File: config.mk
export PLATFORM = sky130hd
export DESIGN_NAME = nibble_max_frame_flat
export DESIGN_NICKNAME = d
export VERILOG_FILES = /design/src/rtl/nibble_max_frame_if.sv /design/src/rtl/nibble_max_frame.sv /design/src/flat_wrapper.sv
export SDC_FILE = /design/constraint.sdc
export NUM_CORES = 1
export LEC_CHECK = 0
export CAP_MARGIN = 20
export CORE_ASPECT_RATIO = 2
export CORE_UTILIZATION = 30
export DETAILED_ROUTE_END_ITERATION = 10
export PLACE_DENSITY_LB_ADDON = 0.05
export SYNTH_ARGS = -nofsm -noshare
export SYNTH_HDL_FRONTEND = slang
export SYNTH_SLANG_ARGS = --single-unit
export TNS_END_PERCENT = 10
File: constraint.sdc
create_clock -name clk -period 4.5 [get_ports clk]
set_clock_uncertainty 0.05 [all_clocks]
set_input_delay 0.45 -clock clk [delete_from_list [all_inputs] [get_ports clk]]
set_output_delay 0.45 -clock clk [all_outputs]
set_load 0.1 [all_outputs]
File: src/rtl/nibble_max_frame_if.sv
// Frame-max handshake bundle: upstream sample stream, frame result and frame counter.
// The master modport is the environment side and the slave modport is the block side.
interface nibble_max_frame_if #(
    parameter int IDX_W = 3
);
    logic [3:0]       fm_in_nibble;
    logic             fm_in_valid;
    logic             fm_in_ready;
    logic             fm_clear;
    logic             fm_out_valid;
    logic             fm_out_ready;
    logic [3:0]       fm_out_max;
    logic [IDX_W-1:0] fm_out_idx;
    logic [7:0]       fm_frames;

    modport master (
        output fm_in_nibble, fm_in_valid, fm_clear, fm_out_ready,
        input  fm_in_ready, fm_out_valid, fm_out_max, fm_out_idx, fm_frames
    );

    modport slave (
        input  fm_in_nibble, fm_in_valid, fm_clear, fm_out_ready,
        output fm_in_ready, fm_out_valid, fm_out_max, fm_out_idx, fm_frames
    );
endinterface

File: src/rtl/nibble_max_frame.sv
// Tracks the largest nibble (first occurrence) over fixed-length frames and holds
// the result until the consumer takes it; a two-state ACCUM/HOLD machine.
module nibble_max_frame #(
    parameter int FRAME_LEN = 8,
    parameter int IDX_W     = 3
) (
    input  logic                clk,
    input  logic                reset,
    nibble_max_frame_if.slave   fm
);
    typedef enum logic {
        ACCUM = 1'b0,
        HOLD  = 1'b1
    } state_t;

    localparam logic [IDX_W-1:0] LAST_IDX = IDX_W'(FRAME_LEN - 1);

    state_t           state_q;
    logic [IDX_W-1:0] cnt_q;
    logic [3:0]       run_max_q;
    logic [IDX_W-1:0] run_idx_q;
    logic             in_ready_q;
    logic             out_valid_q;
    logic [3:0]       out_max_q;
    logic [IDX_W-1:0] out_idx_q;
    logic [7:0]       frames_q;

    logic [3:0]       run_max_d;
    logic [IDX_W-1:0] run_idx_d;

    // Running max including the sample currently on the bus; first sample always loads.
    always_comb begin
        run_max_d = run_max_q;
        run_idx_d = run_idx_q;
        if ((cnt_q == {IDX_W{1'b0}}) || (fm.fm_in_nibble > run_max_q)) begin
            run_max_d = fm.fm_in_nibble;
            run_idx_d = cnt_q;
        end else begin
            run_max_d = run_max_q;
            run_idx_d = run_idx_q;
        end
    end

    // Frame state machine with registered handshake and result outputs.
    always_ff @(posedge clk or negedge reset) begin
        if (!reset) begin
            state_q     <= ACCUM;
            cnt_q       <= {IDX_W{1'b0}};
            run_max_q   <= 4'd0;
            run_idx_q   <= {IDX_W{1'b0}};
            in_ready_q  <= 1'b1;
            out_valid_q <= 1'b0;
            out_max_q   <= 4'd0;
            out_idx_q   <= {IDX_W{1'b0}};
            frames_q    <= 8'd0;
        end else begin
            case (state_q)
                ACCUM: begin
                    if (fm.fm_clear) begin
                        cnt_q <= {IDX_W{1'b0}};
                    end else if (fm.fm_in_valid) begin
                        run_max_q <= run_max_d;
                        run_idx_q <= run_idx_d;
                        cnt_q     <= cnt_q + IDX_W'(1);
                        if (cnt_q == LAST_IDX) begin
                            state_q     <= HOLD;
                            in_ready_q  <= 1'b0;
                            out_valid_q <= 1'b1;
                            out_max_q   <= run_max_d;
                            out_idx_q   <= run_idx_d;
                            frames_q    <= frames_q + 8'd1;
                        end
                    end
                end
                HOLD: begin
                    // Clear and consumer-take have the same effect here, so one branch covers both.
                    if (fm.fm_clear || fm.fm_out_ready) begin
                        state_q     <= ACCUM;
                        cnt_q       <= {IDX_W{1'b0}};
                        in_ready_q  <= 1'b1;
                        out_valid_q <= 1'b0;
                    end
                end
                default: begin
                    state_q     <= ACCUM;
                    cnt_q       <= {IDX_W{1'b0}};
                    in_ready_q  <= 1'b1;
                    out_valid_q <= 1'b0;
                end
            endcase
        end
    end

    assign fm.fm_in_ready  = in_ready_q;
    assign fm.fm_out_valid = out_valid_q;
    assign fm.fm_out_max   = out_max_q;
    assign fm.fm_out_idx   = out_idx_q;
    assign fm.fm_frames    = frames_q;
endmodule

File: src/flat_wrapper.sv
// flat-port wrapper written by rule: the top's interface ports become plain ports
module nibble_max_frame_flat 
#(
    parameter int FRAME_LEN = 8,
    parameter int IDX_W     = 3
)
  (clk, reset, fm_fm_in_nibble, fm_fm_in_valid, fm_fm_clear, fm_fm_out_ready, fm_fm_in_ready, fm_fm_out_valid, fm_fm_out_max, fm_fm_out_idx, fm_fm_frames);
  nibble_max_frame_if #(.IDX_W(IDX_W)) fm_i ();
  input  logic clk;
  input  logic reset;
  input wire logic [$bits(fm_i.fm_in_nibble)-1:0] fm_fm_in_nibble;
  input wire logic [$bits(fm_i.fm_in_valid)-1:0] fm_fm_in_valid;
  input wire logic [$bits(fm_i.fm_clear)-1:0] fm_fm_clear;
  input wire logic [$bits(fm_i.fm_out_ready)-1:0] fm_fm_out_ready;
  output wire logic [$bits(fm_i.fm_in_ready)-1:0] fm_fm_in_ready;
  output wire logic [$bits(fm_i.fm_out_valid)-1:0] fm_fm_out_valid;
  output wire logic [$bits(fm_i.fm_out_max)-1:0] fm_fm_out_max;
  output wire logic [$bits(fm_i.fm_out_idx)-1:0] fm_fm_out_idx;
  output wire logic [$bits(fm_i.fm_frames)-1:0] fm_fm_frames;
  assign fm_i.fm_in_nibble = fm_fm_in_nibble;
  assign fm_i.fm_in_valid = fm_fm_in_valid;
  assign fm_i.fm_clear = fm_fm_clear;
  assign fm_i.fm_out_ready = fm_fm_out_ready;
  assign fm_fm_in_ready = fm_i.fm_in_ready;
  assign fm_fm_out_valid = fm_i.fm_out_valid;
  assign fm_fm_out_max = fm_i.fm_out_max;
  assign fm_fm_out_idx = fm_i.fm_out_idx;
  assign fm_fm_frames = fm_i.fm_frames;
  nibble_max_frame #(.FRAME_LEN(FRAME_LEN), .IDX_W(IDX_W)) u_core (.clk(clk), .reset(reset), .fm(fm_i));
endmodule
==> impl_metrics.tcl <==
set metrics [dict create \
    synthesis.area_um2 1430 \
    cts-root-buf "clkbuf_8" \
    hold_viol 0 \
    clockBufferDepth 2 \
    critPathSlowestCell "clkdlybuf4s50_1" \
    remaining_drc_errors 0 \
    track_usage 0.139 \
    synth_nets 149 \
    cts_sinks 28 \
    grt_first_pass_wirelength_mm 5.29 \
    setup_viol 0 \
    cp-end-kind "output pin" \
    drv_cap 0 \
    rsz0062_at_grt "no" \
    synthArstFlopShare 1.00 \
    area_growth_pct 24.8 \
    required_ps 4000 \
    path_clk_slew_ps 90 \
    cts_max_level 1 \
    synth_edf_count 0 \
    critPathTopFamily "buffers and inverters" \
    cts_tree "done" \
    io_buffers 25 \
    regArea_um2 702 \
    holdCritStartpoint "u_core.fm.fm_frames[7]$_DFFE_PN0P_" \
    fp.dieW_um 50.8 \
    dieArea_um2 5060 \
    synthAdderAreaFrac 0.0700 \
    muxShareOfSynthArea 0.0604 \
    min_period_ps 2460 \
    drt_first_pass_iters 4 \
    rr_startpoint "u_core.run_max_q[1]$_DFFE_PN0P_" \
    initial_core_util 0.311 \
    vdd_drop_max_v 0.000162 \
    fin_tns_setup_ps 0 \
    max_stage_delay_ps 1130 \
    arrival_ps 1960 \
    layout_commonest_cell "dfrtp_1" \
    gp_congestion 0.764 \
    numCtsBuffers 3 \
    yosysSeqAreaShare 0.491 \
    ant_nets 0 \
    synth-simple-area-share 0.187 \
    synth-compound-area-share 0.103 \
    grt_start_max_net_pins 29 \
    vias 1047 \
    insertion_delay_ps 270 \
    r2r_setup_slack_ps 2380 \
    cts_hold_buffers 0 \
    cp-start-kind "register" \
    outcome "finished clean" \
    powerDensity_nw_per_um2 321 \
    synthCells 132 \
    yosysWarnings 0 \
    via_per_inst 4.89 \
    synth_top_family_by_area "simple AND/OR/NAND/NOR gates" \
    ys.flop_type "dfrtp_1" \
    synth.area.top_cells "dfrtp_1, ha_1, nand2_1" \
    path_class "register to output pin" \
    dpl.hpwl_mm 2.38 \
    fin_crit_sh 0.546 \
    routed_wl_mm 3.08 \
    synth_largest_area_cell "dfrtp_1" \
    antenna_found_initial 0 \
    layout_common_cells "dfrtp_1, clkdlybuf4s50_1, nand2_1" \
    die_y_um 99.6 \
    synth_top_area_frac 0.472 \
    r2r_end "u_core.run_idx_q[1]$_DFFE_PN0P_" \
    drtIter0Drc 13 \
    whs_endpoint "u_core.fm.fm_frames[7]$_DFFE_PN0P_" \
    crit_buf_inv 1 \
    grt_overflow 0 \
    relSlewSlack 0.335 \
    max_slew.worst_pin.slew_ps 994 \
    final.fill_count 494 \
    instances_no_fill 214 \
    r2r_cells 7 \
    hold_path_class "register to register" \
    coreArea_um2 4600 \
    drive_above_1_share 0.126 \
    p_leak_nw 0.808 \
    hold_depth 1 \
    cp_max_fo 3 \
    nets 177 \
    ys_types 37 \
    cts_resized 0 \
    final_max_slew_viol_count 0 \
    synth_seq_cells 28 \
    synthXorXnorAreaFrac 0.0429 \
    max_freq_mhz 407 \
    diodes 0 \
    top_level_ports 26 \
    std_cell_rows 35 \
    multi_input_area_um2 663 \
    wl_per_cell_um 14.4 \
    syn_avg_cell_area_um2 10.8 \
    post_cts_buffers 0 \
    grt_pass1_vias 1117 \
    cp_cell_sequence "clkdlybuf4s50_1" \
    placed_cells 210 \
]
logic make-up after synthesis:
logic type	Yosys count
fa+ha+maj	8
simple gates	49
compound gates	21
xor+xnor	7
buf+inv	12
mux	7
flops	28
how the worst max path moves through the flow:
stage,from,endpoint,slack (ps),cells past startpoint
CTS,u_core.fm.fm_in_ready$_DFFE_PN1P_,fm_fm_in_ready,2030,1
global placement,fm_fm_in_nibble[1],u_core.run_idx_q[1]$_DFFE_PN0P_,1840,7
floorplan,fm_fm_in_nibble[1],u_core.run_idx_q[0]$_DFFE_PN0P_,2480,7
detailed placement,fm_fm_in_nibble[1],u_core.run_idx_q[1]$_DFFE_PN0P_,1840,7
finish,u_core.fm.fm_in_ready$_DFFE_PN1P_,fm_fm_in_ready,2040,1
global route,u_core.fm.fm_in_ready$_DFFE_PN1P_,fm_fm_in_ready,2010,1
per-layer routing:
layer,share of wire,track usage,vias up
met2,0.59,0.262,16
li1,-,-,508
met3,0.027,0.0168,2
met1,0.38,0.153,521
met4,0.012,0.0513,0
met5,0,0,-
power breakdown:
| group | internal, W | leakage, nW | total, W | switching (W) |
|---|---|---|---|---|
| logic | 0.0000553 | 0.408 | 0.000137 | 0.0000819 |
| clock network | 0.0000783 | 0.0288 | 0.000155 | 0.0000765 |
| registers | 0.000268 | 0.371 | 0.000281 | 0.0000137 |
| total | 0.000401 | 0.808 | 0.000573 | 0.000172 |
through the flow:
stage	setup WS, ps	utilization	power [W]	hold slack (ps)	instance area [um^2]
finish	2040	0.388	0.000573	429	1780
global route	2010	0.388	0.000604	458	1780
CTS	2030	0.388	0.000582	434	1780
detailed placement	1840	0.376	0.000425	416	1730
global placement	1840	0.376	0.000423	414	1730
floorplan	2480	-	0.000386	104	1430
layout make-up:
type                       count  area share
clock buffer                   4      0.0309
inverter                       8      0.0168
multi-input combinational     92       0.372
sequential                    28       0.393
tap                           55      0.0386
timing repair buffer          27       0.149
sequential cells by signal, summed over array words and instances (netlist names):
signal and count:
u_core.fm.fm_frames 8, u_core.fm.fm_out_max 4, u_core.run_max_q 4, u_core.cnt_q 3, u_core.fm.fm_out_idx 3, u_core.run_idx_q 3
u_core.fm.fm_in_ready 1, u_core.fm.fm_out_valid 1, u_core.state_q 1
Yosys cell counts (2+ instances only):
cell     count
a21oi_1      5
a22oi_1      2
a31oi_1      6
and4_1       2
buf_6        2
dfrtp_1     27
ha_1         8
inv_1        8
mux2_2       5
mux2_4       2
nand2_1     16
nand3_1      3
nand4_1      3
nor2_1      13
nor2_4       2
nor2b_1      2
xnor2_1      6
Power figures use the tool's default switching activity.
